<file path="src/rtl/ah_rr_grant_mux_pkg.sv">
// ah_arb_pkg: definitions shared by the round-robin arbiter slice.
//   state_t     - ownership FSM states (IDLE, OWN)
//   clog2_min1  - ceil(log2(n)), never less than 1, so a width is always legal
//   *_DEF       - default client count, payload width, beat limit and the
//                 index/counter widths derived from them
package ah_arb_pkg;

  typedef enum logic {
    IDLE = 1'b0,
    OWN  = 1'b1
  } state_t;

  function automatic int clog2_min1(input int n);
    return (n <= 2) ? 1 : $clog2(n);
  endfunction

  localparam int NUM_CLIENTS_DEF = 4;
  localparam int DATA_W_DEF      = 32;
  localparam int MAX_BEATS_DEF   = 16;
  localparam int SRC_W_DEF       = clog2_min1(NUM_CLIENTS_DEF);
  localparam int CNT_W_DEF       = clog2_min1(MAX_BEATS_DEF);

endpackage

</file>
<file path="src/rtl/ah_rr_grant_mux_if.sv">
// ah_rr_grant_mux_if: master-side beat stream of the grant mux.
//   m_valid / m_ready - valid/ready handshake
//   m_data            - payload beat
//   m_last            - final beat of an ownership
//   m_src             - index of the client that sourced m_data
// Modports: master (the mux drives the beat), slave (downstream sink).
interface ah_rr_grant_mux_if
  import ah_arb_pkg::*;
#(
  parameter int DATA_W = DATA_W_DEF,
  parameter int SRC_W  = SRC_W_DEF
);

  logic              m_valid;
  logic              m_ready;
  logic [DATA_W-1:0] m_data;
  logic              m_last;
  logic [SRC_W-1:0]  m_src;

  modport master (output m_valid, m_data, m_last, m_src, input m_ready);
  modport slave  (input m_valid, m_data, m_last, m_src, output m_ready);

endinterface

</file>
<file path="src/rtl/ah_rr_grant_mux_enc.sv">
// ah_onehot_enc: one-hot to binary encoder.
//   vec       in  N  grant vector
//   idx       out W  index of the lowest set bit (0 when none set)
//   any       out 1  at least one bit set
//   multi_hot out 1  more than one bit set
module ah_onehot_enc #(
  parameter int N = 4,
  parameter int W = 2
) (
  input  logic [N-1:0] vec,
  output logic [W-1:0] idx,
  output logic         any,
  output logic         multi_hot
);

  // Scanning downwards lets the lowest set index overwrite any higher one.
  always_comb begin
    idx = '0;
    for (int i = N - 1; i >= 0; i--) begin
      if (vec[i]) idx = W'(i);
    end
  end

  assign any       = |vec;
  // Clearing the lowest set bit leaves something only if two or more were set.
  assign multi_hot = |(vec & (vec - N'(1)));

endmodule

</file>
<file path="src/rtl/ah_rr_grant_mux.sv">
// ah_rr_grant_mux: downstream stage of the 4-client round-robin arbiter.
// Latches the granted client as burst owner, forwards its beats through one
// output register to the master port, and masks requests to the arbiter
// while a burst is in flight.
// Ports:
//   clk, rst_n                    clock, asynchronous active-low reset
//   cli_req  -> req_out           raw requests in, masked requests to arbiter
//   gnt_in                        one-hot grant from the arbiter
//   cli_valid/cli_data/cli_last   per-client beat inputs, cli_ready accepts
//   m (ah_rr_grant_mux_if.master) master beat stream
//   busy                          high while a client owns the port
//   gnt_err                       one-cycle pulse on an illegal grant
//   timeout                       one-cycle pulse on watchdog release
// Optional feature macro: AH_GRANT_MUX_TIMEOUT_EN enables the idle-owner
// watchdog; without it timeout is tied 0 and an owner may idle forever.
module ah_rr_grant_mux
  import ah_arb_pkg::*;
#(
  parameter int NUM_CLIENTS = NUM_CLIENTS_DEF,
  parameter int DATA_W      = DATA_W_DEF,
  parameter int MAX_BEATS   = MAX_BEATS_DEF,
  parameter int TIMEOUT_CYC = 64,
  localparam int SRC_W      = clog2_min1(NUM_CLIENTS),
  localparam int CNT_W      = clog2_min1(MAX_BEATS)
) (
  input  logic                          clk,
  input  logic                          rst_n,
  input  logic [NUM_CLIENTS-1:0]        cli_req,
  output logic [NUM_CLIENTS-1:0]        req_out,
  input  logic [NUM_CLIENTS-1:0]        gnt_in,
  input  logic [NUM_CLIENTS-1:0]        cli_valid,
  input  logic [NUM_CLIENTS*DATA_W-1:0] cli_data,
  input  logic [NUM_CLIENTS-1:0]        cli_last,
  output logic [NUM_CLIENTS-1:0]        cli_ready,
  ah_rr_grant_mux_if.master             m,
  output logic                          busy,
  output logic                          gnt_err,
  output logic                          timeout
);

  state_t            state;
  logic [SRC_W-1:0]  owner;
  logic [CNT_W-1:0]  beat_cnt;
  logic [SRC_W-1:0]  gnt_idx;
  logic              gnt_any;
  logic              gnt_multi;
  logic              own_valid;
  logic              own_last;
  logic [DATA_W-1:0] own_data;
  logic              reg_free;
  logic              accept;
  logic              force_last;
  logic              burst_end;
  logic              to_fire;

  ah_onehot_enc #(.N(NUM_CLIENTS), .W(SRC_W)) u_gnt_enc (
    .vec       (gnt_in),
    .idx       (gnt_idx),
    .any       (gnt_any),
    .multi_hot (gnt_multi)
  );

  assign own_valid = cli_valid[owner];
  assign own_last  = cli_last[owner];

  always_comb begin
    own_data = '0;
    for (int i = 0; i < NUM_CLIENTS; i++) begin
      if (owner == SRC_W'(i)) own_data = cli_data[i*DATA_W +: DATA_W];
    end
  end

  // The output register can take a beat when empty or draining this cycle,
  // which gives one beat per cycle under continuous m_ready.
  assign reg_free   = !m.m_valid || m.m_ready;
  assign accept     = (state == OWN) && own_valid && reg_free;
  assign force_last = (beat_cnt == CNT_W'(MAX_BEATS - 1));
  assign burst_end  = accept && (own_last || force_last);

  assign req_out = (state == OWN) ? '0 : cli_req;

  always_comb begin
    cli_ready = '0;
    if (state == OWN && reg_free) cli_ready[owner] = 1'b1;
  end

  // Ownership FSM. A grant seen while OWN is a protocol error from the
  // arbiter and never changes the owner.
  always_ff @(posedge clk or negedge rst_n) begin
    if (!rst_n) begin
      state    <= IDLE;
      owner    <= '0;
      beat_cnt <= '0;
      busy     <= 1'b0;
      gnt_err  <= 1'b0;
    end else begin
      gnt_err <= 1'b0;
      case (state)
        IDLE: begin
          if (gnt_any) begin
            owner    <= gnt_idx;
            beat_cnt <= '0;
            state    <= OWN;
            busy     <= 1'b1;
            gnt_err  <= gnt_multi;
          end
        end
        OWN: begin
          gnt_err <= gnt_any;
          if (burst_end || to_fire) begin
            state    <= IDLE;
            busy     <= 1'b0;
            beat_cnt <= '0;
          end else if (accept) begin
            beat_cnt <= beat_cnt + CNT_W'(1);
          end
        end
        default: begin
          state <= IDLE;
          busy  <= 1'b0;
        end
      endcase
    end
  end

  // Output register; it keeps its contents while stalled and may still hold
  // the previous owner's final beat after the FSM has returned to IDLE.
  always_ff @(posedge clk or negedge rst_n) begin
    if (!rst_n) begin
      m.m_valid <= 1'b0;
      m.m_data  <= '0;
      m.m_last  <= 1'b0;
      m.m_src   <= '0;
    end else if (accept) begin
      m.m_valid <= 1'b1;
      m.m_data  <= own_data;
      m.m_last  <= own_last || force_last;
      m.m_src   <= owner;
    end else if (m.m_ready) begin
      m.m_valid <= 1'b0;
    end
  end

`ifdef AH_GRANT_MUX_TIMEOUT_EN
  localparam int TO_W = clog2_min1(TIMEOUT_CYC + 1);

  logic [TO_W-1:0] idle_cnt;

  // Fires on the TIMEOUT_CYC-th consecutive idle cycle; the release never
  // coincides with an accept because the owner is not presenting a beat.
  assign to_fire = (state == OWN) && !own_valid &&
                   (idle_cnt == TO_W'(TIMEOUT_CYC - 1));

  // Idle-owner watchdog: counts owner cycles without a valid beat and
  // restarts whenever a beat is taken.
  always_ff @(posedge clk or negedge rst_n) begin
    if (!rst_n) begin
      idle_cnt <= '0;
      timeout  <= 1'b0;
    end else begin
      timeout <= to_fire;
      if (state != OWN || accept || to_fire) begin
        idle_cnt <= '0;
      end else if (!own_valid) begin
        idle_cnt <= idle_cnt + TO_W'(1);
      end
    end
  end
`else
  logic unused_timeout_cfg;

  // The watchdog limit has no consumer when the watchdog is absent.
  assign unused_timeout_cfg = (TIMEOUT_CYC > 0);
  assign to_fire            = 1'b0;
  assign timeout            = 1'b0;
`endif

endmodule

</file>
<file path="src/flat_wrapper.sv">
// flat-port wrapper written by rule: the top's interface ports become plain ports
module ah_rr_grant_mux_flat import ah_arb_pkg::*;
#(
  parameter int NUM_CLIENTS = NUM_CLIENTS_DEF,
  parameter int DATA_W      = DATA_W_DEF,
  parameter int MAX_BEATS   = MAX_BEATS_DEF,
  parameter int TIMEOUT_CYC = 64,
  localparam int SRC_W      = clog2_min1(NUM_CLIENTS),
  localparam int CNT_W      = clog2_min1(MAX_BEATS)
)
  (clk, rst_n, cli_req, req_out, gnt_in, cli_valid, cli_data, cli_last, cli_ready, busy, gnt_err, timeout, m_m_valid, m_m_data, m_m_last, m_m_src, m_m_ready);
  ah_rr_grant_mux_if #(.DATA_W(DATA_W)) m_i ();
  input  logic clk;
  input  logic rst_n;
  input  logic [NUM_CLIENTS-1:0] cli_req;
  output logic [NUM_CLIENTS-1:0] req_out;
  input  logic [NUM_CLIENTS-1:0] gnt_in;
  input  logic [NUM_CLIENTS-1:0] cli_valid;
  input  logic [NUM_CLIENTS*DATA_W-1:0] cli_data;
  input  logic [NUM_CLIENTS-1:0] cli_last;
  output logic [NUM_CLIENTS-1:0] cli_ready;
  output logic busy;
  output logic gnt_err;
  output logic timeout;
  output wire logic [$bits(m_i.m_valid)-1:0] m_m_valid;
  output wire logic [$bits(m_i.m_data)-1:0] m_m_data;
  output wire logic [$bits(m_i.m_last)-1:0] m_m_last;
  output wire logic [$bits(m_i.m_src)-1:0] m_m_src;
  input wire logic [$bits(m_i.m_ready)-1:0] m_m_ready;
  assign m_m_valid = m_i.m_valid;
  assign m_m_data = m_i.m_data;
  assign m_m_last = m_i.m_last;
  assign m_m_src = m_i.m_src;
  assign m_i.m_ready = m_m_ready;
  ah_rr_grant_mux #(.NUM_CLIENTS(NUM_CLIENTS), .DATA_W(DATA_W), .MAX_BEATS(MAX_BEATS), .TIMEOUT_CYC(TIMEOUT_CYC)) u_core (.clk(clk), .rst_n(rst_n), .cli_req(cli_req), .req_out(req_out), .gnt_in(gnt_in), .cli_valid(cli_valid), .cli_data(cli_data), .cli_last(cli_last), .cli_ready(cli_ready), .m(m_i), .busy(busy), .gnt_err(gnt_err), .timeout(timeout));
endmodule
</file>
<file path="config.mk">
export PLATFORM = sky130hd
export DESIGN_NAME = ah_rr_grant_mux_flat
export DESIGN_NICKNAME = d
export VERILOG_FILES = /design/src/rtl/ah_rr_grant_mux_pkg.sv /design/src/rtl/ah_rr_grant_mux_if.sv /design/src/rtl/ah_rr_grant_mux_enc.sv /design/src/rtl/ah_rr_grant_mux.sv /design/src/flat_wrapper.sv
export SDC_FILE = /design/constraint.sdc
export NUM_CORES = 1
export LEC_CHECK = 0
export ABC_AREA = 1
export CAP_MARGIN = 20
export CORE_AREA = 2 2 75 77
export DETAILED_ROUTE_END_ITERATION = 12
export DIE_AREA = 0 0 77 79
export DONT_BUFFER_PORTS = 1
export PLACE_DENSITY = 0.75
export SLEW_MARGIN = 20
export SYNTH_ARGS = -nofsm -noshare
export SYNTH_HDL_FRONTEND = slang
export SYNTH_SLANG_ARGS = --single-unit
</file>
<file path="constraint.sdc">
create_clock -name clk -period 1.34 [get_ports clk]
set_input_delay 0.268 -clock clk [delete_from_list [all_inputs] [get_ports clk]]
set_output_delay 0.268 -clock clk [all_outputs]
set_load 0.05 [all_outputs]
</file>
* After elaboration in Yosys (flattened, before gate mapping)
Cells that the tools add are included.
Word-level totals: output and inout bits 47, flip-flop bits (word level) 45, word-level logic and storage cells 67
Operators by class: $lt $le $gt $ge 2, eq/ne operators 7, bitwise operators 2, muxes and demuxes 30, add/subtract/negate cells 2, reductions and logical operators 15
Operators by type and width (count):
- $mux W32 | 4
- $mux W4 | 5
- $mux W1 | 10
- $mux W2 | 4
- $pmux W4 S2 | 1
- $reduce_or A4 Y1 | 2
- $pmux W1 S2 | 3
- $reduce_and A2 Y1 | 3
- $logic_and A1 B1 Y1 | 5
- $add A4 B1 Y4 const B | 1
- $and A4 B4 Y4 | 1
- $bmux W1 S2 | 2
- $eq A2 B2 Y1 const B | 2
- $eq A4 B4 Y1 const B | 1
- $sub A4 B1 Y4 const B | 1
- $lt A2 B3 Y1 const B | 1
- $ne A3 B3 Y1 const B | 1
- $demux W1 S2 | 1
- $eq A2 B1 Y1 const B | 1
- $ge A2 B1 Y1 const B | 1
- $logic_not A2 Y1 | 1
- $logic_or A1 B1 Y1 | 2
- $ne A2 B1 Y1 const B | 1
- $ne A2 B2 Y1 const B | 1
- 3 further kinds | 3

* Depth between registers and ports, before layout
word-level depth 7, gate-level depth with buffers 11, gate-level depth less buffers 10

* Cells and area by module
From an unflattened synthesis, not the netlist that was laid out.
Second synthesis, totals: cells, all modules 401, area, all modules 2875.3 um2
By module, submodules not included:
- ah_rr_grant_mux | cells an instance 387, area each 2815.2 um2, times used 1
- ah_onehot_enc | cells an instance 14, area each 60.1 um2, times used 1

* Least setup slack after synthesis
OpenSTA, ideal clock, no wires.
kind reg2out, start point reg u_core.m.m_valid, end point out cli_ready[0], slack -0.829 ns, cell stages (with the launch flop) 4, path buffers 0, data arrival time 1.901 ns, data required time 1.072 ns, path through dfrtp_1 -> nand2_1 -> nand2_1 -> nor3_1
Between the ends: word-level cells in the longest chain between the ends 4
Ends and longest elaborated chain:
- from (decl) | RTL line ah_rr_grant_mux_if.sv:20 | modport master (output m_valid, m_data, m_last, m_src, input m_ready);
- from (signal assigned) | RTL line ah_rr_grant_mux.sv:130 | m.m_valid <= 1'b0;
- from (signal assigned) | RTL line ah_rr_grant_mux.sv:135 | m.m_valid <= 1'b1;
- from (signal assigned) | RTL line ah_rr_grant_mux.sv:140 | m.m_valid <= 1'b0;
- $logic_not A1 Y1 | RTL line ah_rr_grant_mux.sv:75 | assign reg_free = !m.m_valid || m.m_ready;
- $logic_or A1 B1 Y1 | RTL line ah_rr_grant_mux.sv:75
- $logic_and A1 B1 Y1 | RTL line ah_rr_grant_mux.sv:84 | if (state == OWN && reg_free) cli_ready[owner] = 1'b1;
- $mux W4 | RTL line ah_rr_grant_mux.sv:84
- to (decl) | RTL line flat_wrapper.sv:21 | output logic [NUM_CLIENTS-1:0] cli_ready;
No other way between the ends.

* Worst setup path after layout
start point reg u_core.owner[0], end point reg u_core.m.m_src[1]
Between the ends: word-level cells in the longest chain between the ends 4
Ends and longest elaborated chain:
- from (decl) | RTL line ah_rr_grant_mux.sv:42 | logic [SRC_W-1:0] owner;
- from (signal assigned) | RTL line ah_rr_grant_mux.sv:101 | owner <= gnt_idx;
- $bmux W1 S2 | RTL line ah_rr_grant_mux.sv:63 | assign own_valid = cli_valid[owner];
- $mux W1 (not written as such) | RTL line ah_rr_grant_mux.sv:63
- $logic_and A1 B1 Y1 (2 in a row) | RTL line ah_rr_grant_mux.sv:76 | assign accept = (state == OWN) && own_valid && reg_free;
- to (signal assigned) | RTL line ah_rr_grant_mux.sv:138 | m.m_src <= owner;
- to (decl) | RTL line ah_rr_grant_mux_if.sv:20
No other way between the ends. The select of a mux whose other input is x is not followed. A chain may end at the register's enable or synchronous reset.

==> results.cfg <==
[run_status]
status = complete, but fails checks
violations = hold timing, setup timing

[setup_path]
worstSetupPathType = reg2reg
cpPeakStageDelay_ns = 0.45
critical_path_required_ns = 1.55
critPathCaptureType = flop
crit_buf_inv = 3
crit_family = simple AND/OR/NAND/NOR gates
startpoint_type = flop
path_max_fanout = 5
cp_cell_sequence = buf_4, buf_4, nand2_1, nand2_2, nand2_2, nand2_8, nand2_8, clkbuf_16, nand2_1, o21ai_1
arrival_ns = 1.83
slowest_stage = dfrtp_2

[sta]
slew_violations = 0
worst_slack_ns = -0.272
rsz0062_at_grt = yes
period_needed_ns = 1.61
setup_viol = 50
relSlewSlack_pct = 62.1
holdWs_ns = -0.337
skew_ns = 0.0106
period_share_pct = 120
hold_viol = 45
setup_tns_ns = -10.76
worst_pin_slew_ns = 0.568
fmax_ghz = 0.620

[finish]
fillCellCount = 392
drive_gt1_share_pct = 30.0
layout.nets = 579
final_area_mm2 = 0.00387
syn_to_final_growth_pct = 39.1
seq_area_mm2 = 0.00113
antennaDiodeCount = 0
multi_input_area_mm2 = 0.00175

[logic_synthesis]
synthTopCellsByArea = dfrtp_1 40%, nand2_1 18%, nand3_1 13%
synth_most_common_cell = nand2_1
synth_top_cell_by_area = dfrtp_1
synth_cell_types = 26
synth_area_mm2 = 0.00279
yosysWarnings = 0
synth_flop_cell = dfrtp_1
synthArstFlopShare_pct = 100
ys_seq_elements = 45
synth_nets = 542
synthCells = 394
synthTopCellsByCount = 137 x nand2_1, 72 x nand3_1, 45 x dfrtp_1, 34 x o21ai_1, 33 x a21oi_1
syn_avg_cell_area_um2 = 7.07
synth_edf_count = 0
synth_top_area_share_pct = 40.4
synth.yosys.seq_area_share_pct = 40.4

[power_and_ir_drop]
clkPwrFrac_pct = 6.0
internal_power_mw = 5.82
pwr-share-seq_pct = 33.4
p_switching_mw = 7.04
leakage_nw = 1.82
combPwrFrac_pct = 60.5
power.density_mw_per_mm2 = 3320
irDropWorstVdd_mv = 1.79
p_sw_share_pct = 54.7

[grt]
grt_pass1_wl_um = 12400
antenna_found_initial = 0
grt_max_degree = 46
grt_overflow_total = 0
grt_usage_pct = 25.6
grt_pass1_vias = 2535

[floorplan]
io_pins = 194
start_util_pct = 52.2
core_area_mm2 = 0.00534
die_y_um = 79
num_rows = 27
die_x_um = 77
die-area_mm2 = 0.00608

[cts]
clk_path_buf_depth = 2
htree_num_levels = 2
cts-root-buf = clkbuf_8
cts_buffers = 5
cts_tree = done
path_clk_slew_ns = 0.09
clock_latency_ns = 0.29
cts_sinks = 45

[route]
ant_nets = 0
drtIter0Drc = 264
routed_wl_um = 9400
num_vias = 2965
wl_per_cell_um = 18.7
drt_pre_antenna_iters = 5
drt-vias-per-instance = 5.91
drcViolationCount = 0

[placed_design]
dpl-instance-area_mm2 = 0.00313
globalplace.congestion = 0.854
hpwlAfterDp_um = 5830
io_buffers = 0

[min_path]
hp-class = in2async

[run]
drv_cap = 0
cells by family (layout without fill, tap and decap cells):
logic type | after synthesis | count (layout) | synth area share (%)
other | 1 | 1 | 0.135
buffers and inverters | 42 | 76 | 8.89
AOI/OAI and AO/OA | 73 | 73 | 13.6
and+or+nand+nor | 230 | 232 | 35.9
xor gates and xnor gates | 2 | 2 | 0.629
adders and majority gates | 1 | 1 | 0.449
DFF | 45 | 45 | 40.4
stage by stage:
| step | std cells | utilization [%] | total power [mW] | setup WS [ns] |
|---|---|---|---|---|
| floorplan | 394 | - | 8.09 | -0.165 |
| finish | 502 | 72.6 | 12.9 | -0.272 |
| CTS | 488 | 63.9 | 11.0 | -0.204 |
| global route | 502 | 72.6 | 13.5 | -0.326 |
| global placement | 471 | 58.6 | 9.40 | -0.0106 |
| detailed placement | 471 | 58.6 | 9.59 | -0.0482 |
state kept, by name, indices dropped and copies added, names as in the netlist:
signal / count
u_core.beat_cnt: 4
u_core.busy: 1
u_core.gnt_err: 1
u_core.m.m_data: 32
u_core.m.m_last: 1
u_core.m.m_src: 2
u_core.m.m_valid: 1
u_core.owner: 2
u_core.state: 1
layout make-up:
cell class | instances | area share [%]
Clock buffer | 5 | 1.78
Sequential cell | 45 | 29.2
Clock inverter | 1 | 0.129
Multi-Input combinational cell | 309 | 45.3
Inverter | 14 | 1.78
Tap cell | 72 | 2.33
Timing Repair Buffer | 56 | 19.6
power by group through the flow:
stage	clock network [mW]	registers [mW]	logic [mW]
final	0.778	4.30	7.79
after global routing	0.845	4.36	8.34
after CTS	0.789	4.21	5.96
after detailed placement	0	4.25	5.34
after global placement	0	4.23	5.17
after floorplan	0	4.09	3.99
repair_timing:
item | in CTS | in global routing
resized for setup | 28 | 63
hold endpoints to repair | 45 | 45
setup endpoints to repair | 49 | 51
pin swaps | 10 | 15
gates cloned | 1 | 10
buffers inserted | 10 | 4
cells in the final DEF, fill, tap and decap left out, drive strengths merged:
cell      Yosys  layout
nand2       141     143
nand3        72      72
buf          28      50
dfrtp        45      45
o21ai        38      38
a21oi        33      33
inv          13      13
nor2         11      11
clkbuf        0      11
nor3          3       3
nand4         3       3
xor2          2       2
clkinvlp      0       1
o21a          1       1
o31ai         1       1
ha            1       1
conb          1       1
clkinv        1       1
per-layer routing:
| layer | vias up | track usage [%] | part of all wire, % |
|---|---|---|---|
| met5 | - | 0 | 0 |
| met4 | 0 | 7.68 | 1.9 |
| met3 | 14 | 6.02 | 8.2 |
| met2 | 163 | 47.4 | 52 |
| met1 | 1408 | 29.7 | 38 |
| li1 | 1380 | - | - |
path summary, 6_finish.rpt:
kind                       cells past startpoint                   to  slack, ns          startpoint
hold reg to reg                                2   u_core.beat_cnt[3]       0.54  u_core.beat_cnt[3]
min in group clk                               1      u_core.owner[0]       0.06           gnt_in[0]
setup reg to reg                              10    u_core.m.m_src[1]      -0.27     u_core.owner[0]
max in group asynchronous                      0   u_core.beat_cnt[1]       1.58               rst_n
hold / removal                                 0  u_core.m.m_data[30]      -0.34               rst_n
setup / recovery                              10    u_core.m.m_src[1]      -0.27     u_core.owner[0]
No activity file was read; power rests on OpenSTA's default activity.
